===== src/rtl/mem_ctrl_pkg.sv =====
// Shared opcodes, FSM states and access-size helpers for the load/store memory controller.
package mem_ctrl_pkg;

    localparam logic [5:0] OP_LW = 6'b100011;
    localparam logic [5:0] OP_SW = 6'b101011;
    localparam logic [5:0] OP_LH = 6'b100001;
    localparam logic [5:0] OP_SH = 6'b101001;
    localparam logic [5:0] OP_LB = 6'b100000;
    localparam logic [5:0] OP_SB = 6'b101000;

    typedef enum logic [1:0] {IDLE, RD, WR, RESP} state_t;
    typedef enum logic [1:0] {SZ_BYTE, SZ_HALF, SZ_WORD} size_t;

    function automatic logic op_known(input logic [5:0] op);
        return (op == OP_LW) || (op == OP_SW) || (op == OP_LH) ||
               (op == OP_SH) || (op == OP_LB) || (op == OP_SB);
    endfunction

    function automatic logic op_is_store(input logic [5:0] op);
        return (op == OP_SW) || (op == OP_SH) || (op == OP_SB);
    endfunction

    function automatic size_t op_size(input logic [5:0] op);
        if (op == OP_LW || op == OP_SW)
            return SZ_WORD;
        else if (op == OP_LH || op == OP_SH)
            return SZ_HALF;
        else
            return SZ_BYTE;
    endfunction

    // Low address bits that are ignored for the access size are forced to zero.
    function automatic logic [1:0] eff_lane(input size_t sz, input logic [1:0] a);
        case (sz)
            SZ_WORD: return 2'b00;
            SZ_HALF: return {a[1], 1'b0};
            default: return a;
        endcase
    endfunction

    function automatic logic misaligned(input size_t sz, input logic [1:0] a);
        case (sz)
            SZ_WORD: return |a;
            SZ_HALF: return a[0];
            default: return 1'b0;
        endcase
    endfunction

endpackage


===== src/rtl/lane_merge.sv =====
// Little-endian lane extract (sign-extended load result) and lane merge (store word).
module lane_merge
    import mem_ctrl_pkg::*;
(
    input  logic [31:0] i_word,
    input  logic [31:0] i_wdata,
    input  size_t       i_size,
    input  logic [1:0]  i_lane,
    output logic [31:0] o_load,
    output logic [31:0] o_merged
);

    logic [7:0]  w_byte;
    logic [15:0] w_half;

    assign w_byte = i_word[{i_lane, 3'b000} +: 8];
    assign w_half = i_word[{i_lane[1], 4'b0000} +: 16];

    // NOTE: every output gets a default before the case so no latch is inferred.
    always_comb begin
        o_load   = i_word;
        o_merged = i_wdata;
        case (i_size)
            SZ_BYTE: begin
                o_load   = {{24{w_byte[7]}}, w_byte};
                o_merged = i_word;
                o_merged[{i_lane, 3'b000} +: 8] = i_wdata[7:0];
            end
            SZ_HALF: begin
                o_load   = {{16{w_half[15]}}, w_half};
                o_merged = i_word;
                o_merged[{i_lane[1], 4'b0000} +: 16] = i_wdata[15:0];
            end
            default: begin
                o_load   = i_word;
                o_merged = i_wdata;
            end
        endcase
    end

endmodule


===== src/rtl/mem_access_ctrl.sv =====
// Single-outstanding load/store controller with read-modify-write for sub-word stores.
// Define MEM_ACCESS_CTRL_MISALIGN_CHK_EN to reject misaligned word/half accesses.
module mem_access_ctrl
    import mem_ctrl_pkg::*;
#(
    parameter int ADDR_W = 32
) (
    input  logic              Clk,
    input  logic              Rst_n,
    input  logic              req_valid,
    output logic              req_ready,
    input  logic [5:0]        req_opcode,
    input  logic [ADDR_W-1:0] req_addr,
    input  logic [31:0]       req_wdata,
    output logic              mem_rd_en,
    output logic              mem_wr_en,
    output logic [ADDR_W-3:0] mem_addr,
    output logic [31:0]       mem_wdata,
    input  logic [31:0]       mem_rdata,
    input  logic              mem_ack,
    output logic              resp_valid,
    output logic [31:0]       resp_data,
    output logic              resp_err
);

    state_t            r_state;
    state_t            w_next;
    logic [5:0]        r_op;
    logic [ADDR_W-1:0] r_addr;
    logic [31:0]       r_wdata;
    logic [31:0]       r_rdata;
    logic              r_err;

    logic              w_req_err;
    logic [31:0]       w_load;
    logic [31:0]       w_merged;

`ifdef MEM_ACCESS_CTRL_MISALIGN_CHK_EN
    assign w_req_err = !op_known(req_opcode) ||
                       misaligned(op_size(req_opcode), req_addr[1:0]);
`else
    assign w_req_err = !op_known(req_opcode);
`endif

    // NOTE: sequential state uses non-blocking assignments so every register samples pre-edge values.
    always_ff @(posedge Clk or negedge Rst_n) begin
        if (!Rst_n)
            r_state <= IDLE;
        else
            r_state <= w_next;
    end

    always_ff @(posedge Clk or negedge Rst_n) begin
        if (!Rst_n) begin
            r_op    <= '0;
            r_addr  <= '0;
            r_wdata <= '0;
            r_rdata <= '0;
            r_err   <= 1'b0;
        end else begin
            if (r_state == IDLE && req_valid) begin
                r_op    <= req_opcode;
                r_addr  <= req_addr;
                r_wdata <= req_wdata;
                r_err   <= w_req_err;
            end
            if (r_state == RD && mem_ack)
                r_rdata <= mem_rdata;
        end
    end

    always_comb begin
        w_next = r_state;
        case (r_state)
            IDLE: begin
                if (req_valid) begin
                    if (w_req_err)
                        w_next = RESP;
                    else if (req_opcode == OP_SW)
                        w_next = WR;
                    else
                        w_next = RD;
                end
            end
            RD:      if (mem_ack) w_next = op_is_store(r_op) ? WR : RESP;
            WR:      if (mem_ack) w_next = RESP;
            RESP:    w_next = IDLE;
            default: w_next = IDLE;
        endcase
    end

    lane_merge u_lane_merge (
        .i_word   (r_rdata),
        .i_wdata  (r_wdata),
        .i_size   (op_size(r_op)),
        .i_lane   (eff_lane(op_size(r_op), r_addr[1:0])),
        .o_load   (w_load),
        .o_merged (w_merged)
    );

    // Outputs decode from state alone, so an async reset clears them immediately.
    always_comb begin
        req_ready  = 1'b0;
        mem_rd_en  = 1'b0;
        mem_wr_en  = 1'b0;
        mem_addr   = '0;
        mem_wdata  = '0;
        resp_valid = 1'b0;
        resp_data  = '0;
        resp_err   = 1'b0;
        case (r_state)
            IDLE: req_ready = 1'b1;
            RD: begin
                mem_rd_en = 1'b1;
                mem_addr  = r_addr[ADDR_W-1:2];
            end
            WR: begin
                mem_wr_en = 1'b1;
                mem_addr  = r_addr[ADDR_W-1:2];
                mem_wdata = w_merged;
            end
            RESP: begin
                resp_valid = 1'b1;
                resp_err   = r_err;
                resp_data  = (r_err || op_is_store(r_op)) ? 32'h0 : w_load;
            end
            default: req_ready = 1'b0;
        endcase
    end

endmodule


===== config.mk =====
export PLATFORM = sky130hd
export DESIGN_NAME = mem_access_ctrl
export DESIGN_NICKNAME = d
export VERILOG_FILES = /design/src/rtl/mem_ctrl_pkg.sv /design/src/rtl/lane_merge.sv /design/src/rtl/mem_access_ctrl.sv
export SDC_FILE = /design/constraint.sdc
export NUM_CORES = 1
export LEC_CHECK = 0
export ABC_AREA = 1
export CAP_MARGIN = 10
export CORE_ASPECT_RATIO = 2
export CORE_UTILIZATION = 44
export CTS_BUF_LIST = sky130_fd_sc_hd__clkbuf_4
export CTS_CLUSTER_SIZE = 25
export DETAILED_ROUTE_END_ITERATION = 6
export PLACE_DENSITY = 0.88
export SYNTH_ARGS = -nofsm -noshare
export SYNTH_HDL_FRONTEND = slang
export SYNTH_SLANG_ARGS = --single-unit

===== constraint.sdc =====
create_clock -name Clk -period 2.8 [get_ports Clk]
set_clock_uncertainty 0.15 [all_clocks]
set_input_delay 0.56 -clock Clk [delete_from_list [all_inputs] [get_ports Clk]]
set_output_delay 0.56 -clock Clk [all_outputs]
set_load 0.05 [all_outputs]

Word-level counts from Yosys, hierarchy flattened. Cells that the tools add are included.

Register bits: 105. Bits in latches: 0. Memory bits (writable): 0. ROM bits: 0. Input port bits: 106. Output and inout bits: 99. Word-level logic and storage cells: 73. Memories: 0.

Add/subtract/negate cells: 2. Multiply operators: 0. Divide/modulo/power cells: 0. Order comparisons: 0. Equality and inequality tests: 19. Shifts and indexed selects: 6. Mux-type cells: 23. Bitwise gates (word level): 0. Reductions and logical operators: 17.

Operators by type and width (number): one-hot mux 32 bit (2 select lines) (2); two-way mux 32 bit (3); equality test 6 bit, second input constant (11); bitwise mux 32 bit (2); variable shift 16 x 7 -> 32 bit, first input constant (1); variable shift 8 x 7 -> 32 bit, first input constant (1); variable part select 16 x 7 -> 32 bit (1); variable part select 32 x 6 -> 16 bit (1); variable part select 32 x 6 -> 8 bit (1); variable part select 8 x 7 -> 32 bit (1); two-way mux 30 bit (1); negation 5 -> 7 bit (2); two-way mux 2 bit (6); logical OR 1 bit (10); one-hot mux 2 bit (4 select lines) (1); two-way mux 1 bit (7); equality test 2 bit, second input constant (3); inequality test 2 bit, second input constant (3); equality test 2 x 1 -> 1 bit, second input constant (2); logical NOT 2 bit (2); one-hot mux 2 bit (2 select lines) (1); AND reduction 3 bit (1); logical AND 1 bit (2); OR reduction 2 bit (1); logical NOT 1 bit (1).

Longest topological paths before layout.
Depth in word-level cells: 11. Gate-level depth with buffers: 14. Gate-level depth less buffers: 12.

Hierarchy. A second synthesis with hierarchy kept.

Cells, all modules: 1097. Area total of the unflattened synthesis: 6994.2 sq um.

By module, submodules not included: mem_access_ctrl (instances 1, cells each 613, area an instance 4908.5 sq um, sequential area each 2627.5 sq um); lane_merge (instances 1, cells each 484, area an instance 2085.8 sq um, sequential area each 0.0 sq um).

Least setup slack after synthesis. OpenSTA, ideal clock, no wires.

Kind: register to output. Start point: reg r_op[4]. End point: out mem_wdata[14]. Arrival time: 2.977 ns. Data required time: 2.090 ns. Path slack: -0.887 ns. Cell stages (with the launch flop): 15. Path buffers: 3. Cell sequence: dfrtp_1 inv_1 nand2_1 nor2_4 nand2_2 nand2_2 buf_2 buf_2 ha_1 clkbuf_1 inv_1 nand3_1 o21ai_0 nand3_1 a31oi_1.

Cells in the longest elaborated chain, start to end: 11. Elaborated cells on any way between the ends: 22. Classes of those cells: add/sub: 2; eq/ne: 6; shift: 4; mux: 7; reduce/logical: 3.

RTL lines: start: declaration (line mem_access_ctrl.sv:28) `logic [5:0] r_op;`; start signal: assignment (line mem_access_ctrl.sv:62) `r_op <= req_opcode;`; equality test 6 bit (line mem_ctrl_pkg.sv:26) `else if (op == OP_LH || op == OP_SH)`; logical OR 1 bit (line mem_ctrl_pkg.sv:26); two-way mux 1 bit (line mem_ctrl_pkg.sv:26); two-way mux 2 bit * (line mem_ctrl_pkg.sv:24) `if (op == OP_LW || op == OP_SW)`; equality test 2 x 1 -> 1 bit / equality test 2 bit (equally long branches) (line mem_ctrl_pkg.sv:34, lane_merge.sv:23); one-hot mux 2 bit (2 select lines) (line mem_ctrl_pkg.sv:34) `case (sz)`; negation 5 -> 7 bit, on equally long branches (line lane_merge.sv:32, lane_merge.sv:27); variable part select 16 x 7 -> 32 bit (tied with other cells) (line lane_merge.sv:32) `o_merged[{i_lane[1], 4'b0000} +: 16] = i_wdata[15:0];`; bitwise mux 32 bit, on equally long branches (line lane_merge.sv:32, lane_merge.sv:27); one-hot mux 32 bit (2 select lines) * (line lane_merge.sv:23) `case (i_size)`; two-way mux 32 bit * (line mem_access_ctrl.sv:111) `case (r_state)`; end: declaration (line mem_access_ctrl.sv:18) `output logic [31:0] mem_wdata,`.

Every way passes the cells marked *; elsewhere a longest branch is shown, timed or not.

Worst setup path after layout.
Start point: reg r_op[1]. End point: out mem_wdata[30].

Same word-level chain as after synthesis.

==> qor.txt <==
Die Ht = 175 um
Placer Congestion = 0.968
Row Count = 63
Clk root buf = clkbuf_4
Max Root-Sink Buffers = 2
CTS H-tree lvls = 3
Final min period = 3.68 ns
DR pass1 iterations = 7
CTS clk-pin slew, worst paths = 0.19 ns
Yosys cell types = 27
IO buf count = 204
Critical path class = reg -> out
Critical Path Source = r_op[1]
Reg2Reg Launch Point = r_state[0]
Register area share after synthesis = 0.398
Die area = 15500 sq um
Synthesized instance count = 998
WP buf/inv = 6
Peak supply drop = 0.000903 V
Num ports = 205
Hold Crit Start = r_addr[22]
Final worst setup slack = -0.885 ns
CP max FO = 7
WL/cell = 23.1 um
Sink of the worst hold path = r_addr[22]
Fin area = 12300 sq um
Core footprint = 14700 sq um
Layout cells sized above 1 = 0.349
Fmax = 271 MHz
Mapped Area = 6600 sq um
Post-Syn Area per Cell = 6.61 sq um
Sink Count = 105
Hold Path Class = reg -> reg
Number of global-route vias before repair = 8381
Total gr overflow = 0
Routed wire length = 33600 um
FF-to-FF setup slack = 0.61 ns
Initial Utilization = 0.448
WHS Path Cells = 2
Area Growth Syn to Fin = 86.1%
Leading area contributor after synthesis = dfrtp_1
Slew margin rel. = 0.629
Largest net degree at the start of global routing = 64
Layout Nets = 1367
Top cells by area, synth = dfrtp_1, nand2_1, a21oi_1
Total power = 18.3 mW
Violated checks = negative setup slack
Syn nets = 1111
Share of the synthesized area in the top cell type = 0.398
Worst Setup Start Kind = flip-flop
Final Setup Violations = 64
Most common cell on crit path = buf_12
Dpl ws = -0.0479 ns
Ys Warns = 0
Final TNS setup = -36.53 ns
Num CTS Buffers = 9
Global Route Usage Sum = 0.399
Die width = 88.6 um
Clk_lat worst skew = 0.52 ns
Reg2reg path depth = 7
Status = finished, violations left
Dpl cell area = 10600 sq um
Leakage = 5.75 nW
Worst-Margin Slew = 0.557 ns
Req. time, crit path = 2.09 ns
CTS tree = built
Power Density = 1490 nW/um^2
Starting DRT DRC Count = 1174
Crit-path slowest cell = dfrtp_2
Fin crit share = 1.32
Routed via count = 8707
Max Slew Vio Count = 0
Critical Path AT = 2.97 ns
Min Hold Slack = 0.356 ns
R2R Path End = r_wdata[24]
Setup crit end kind = output pin
Max Cap Violations = 0
RSZ-0062 raised after global routing = true
First-pass GRT wire length = 45300 um
Hold Violations, Final = 0
ANT nets after route = 0
Initial antenna violation count = 2
CP top delay family = simple AND/OR/NAND/NOR gates
DP HPWL = 21100 um
Post-synthesis register bit count = 105
Mean number of vias per cell = 5.98
Crit path cell chain = nand2_4 > inv_6 > buf_12 > nand2_8 > nand2_8 > ha_4 > buf_12 > inv_4 > buf_4 > nand4_1 > a31oi_4 > buf_12
Crit path largest cell delay = 0.50 ns
Residual DRC = 0
==> timing repair <==
| item | in CTS | in global routing |
|---|---|---|
| pin swaps | 48 | 87 |
| gates cloned | 4 | 5 |
| hold buffers | 1 | 0 |
| endpoints found under the hold margin | 38 | 0 |
| endpoints found under the setup margin | 67 | 78 |
| buffers inserted | 18 | 23 |
| gates resized for setup | 130 | 152 |
==> synthesized netlist by cell type <==
cell	number
a21oi_1	134
a22oi_1	1
a31oi_1	17
buf_1	2
buf_2	4
buf_4	1
buf_6	1
clkbuf_1	53
clkinv_1	1
dfrtp_1	105
ha_1	7
inv_1	121
inv_2	6
nand2_1	300
nand2_2	3
nand2_4	2
nand3_1	53
nand3_4	2
nand3b_1	1
nand4_1	3
nor2_1	57
nor2_2	1
nor2_4	1
o211ai_1	10
o21ai_0	109
o21ai_4	1
o22ai_1	2
==> cell usage in the layout, fill, tap and decap left out, drive strengths merged <==
master and instances:
a31oi 17, a22oi 1, diode 1, a21oi 134, clkinvlp 3, ha 7
o211ai 10, clkinv 6, dlygate4sd2 4, nor2 59, nand2 305, dlygate4sd3 1
nand4 3, dfrtp 105, clkdlybuf4s50 104, clkbuf 13, buf 190, bufbuf 1
inv 126, nand3 57, o21ai 110, nand3b 1, o22ai 2
==> cell type report <==
type | instances | area, sq um
diodes | 1 | 2.50
clock buffers | 9 | 67.6
clock inverters | 7 | 71.3
fillers | 808 | 2460
inverters | 128 | 522
multi-input cells | 706 | 4590
flip-flops and latches | 105 | 2630
well taps | 195 | 244
repair buffers | 304 | 4160
==> power by group <==
group / leakage [nW] / switching [mW] / total [mW] / internal, mW
Combinational: 4.42 / 8.87 / 14.7 / 5.84
Sequential: 1.25 / 0.599 / 2.82 / 2.22
Clock: 0.0763 / 0.616 / 0.826 / 0.209
==> metrics by stage <==
step           instances  utilization
5_1_grt             1455        0.833
6_report            1455        0.833
3_5_place_dp        1389        0.721
2_1_floorplan        998            -
3_3_place_gp        1389        0.721
4_1_cts             1428        0.777
==> registers in the layout, indices dropped and copies added (netlist names) <==
register,count
r_addr,32
r_state,2
r_op,6
r_rdata,32
r_err,1
r_wdata,32
==> cell families (layout without fill, tap and decap cells) <==
kind of cell    Yosys count  after routing  synth area share
buf+inv                 189            448             0.110
flops                   105            105             0.398
simple gates            423            425             0.261
fa+ha+maj                 7              7            0.0133
other cells               0              1                 0
compound gates          274            274             0.217
==> routing by layer <==
metal	up-vias	GRT usage	routed length (um)
met1	4045	0.384	10100
met4	2	0.355	3590
li1	3733	-	-
met5	-	0	15
met2	686	0.660	16700
met3	241	0.122	3250
==> how the worst max path moves through the flow <==
stage               endpoint  slack (ns)  cells after the start
5_1_grt        mem_wdata[30]       -0.93                     10
4_1_cts        mem_wdata[22]       -0.40                     13
3_5_place_dp   mem_wdata[17]       -0.05                     12
2_1_floorplan  mem_wdata[14]       -0.16                     13
6_report       mem_wdata[30]       -0.88                     12
3_3_place_gp   mem_wdata[17]        -0.1                     12
==> worst reg2reg max path, stage by stage (launching register included) <==
cell and delay (ns):
dfrtp_1 0.47, inv_1 0.10, ha_1 0.30, nand2_2 0.27, inv_2 0.16, buf_12 0.26, nand2_1 0.26, nand2_1 0.17
Power figures use the tool's default switching activity.
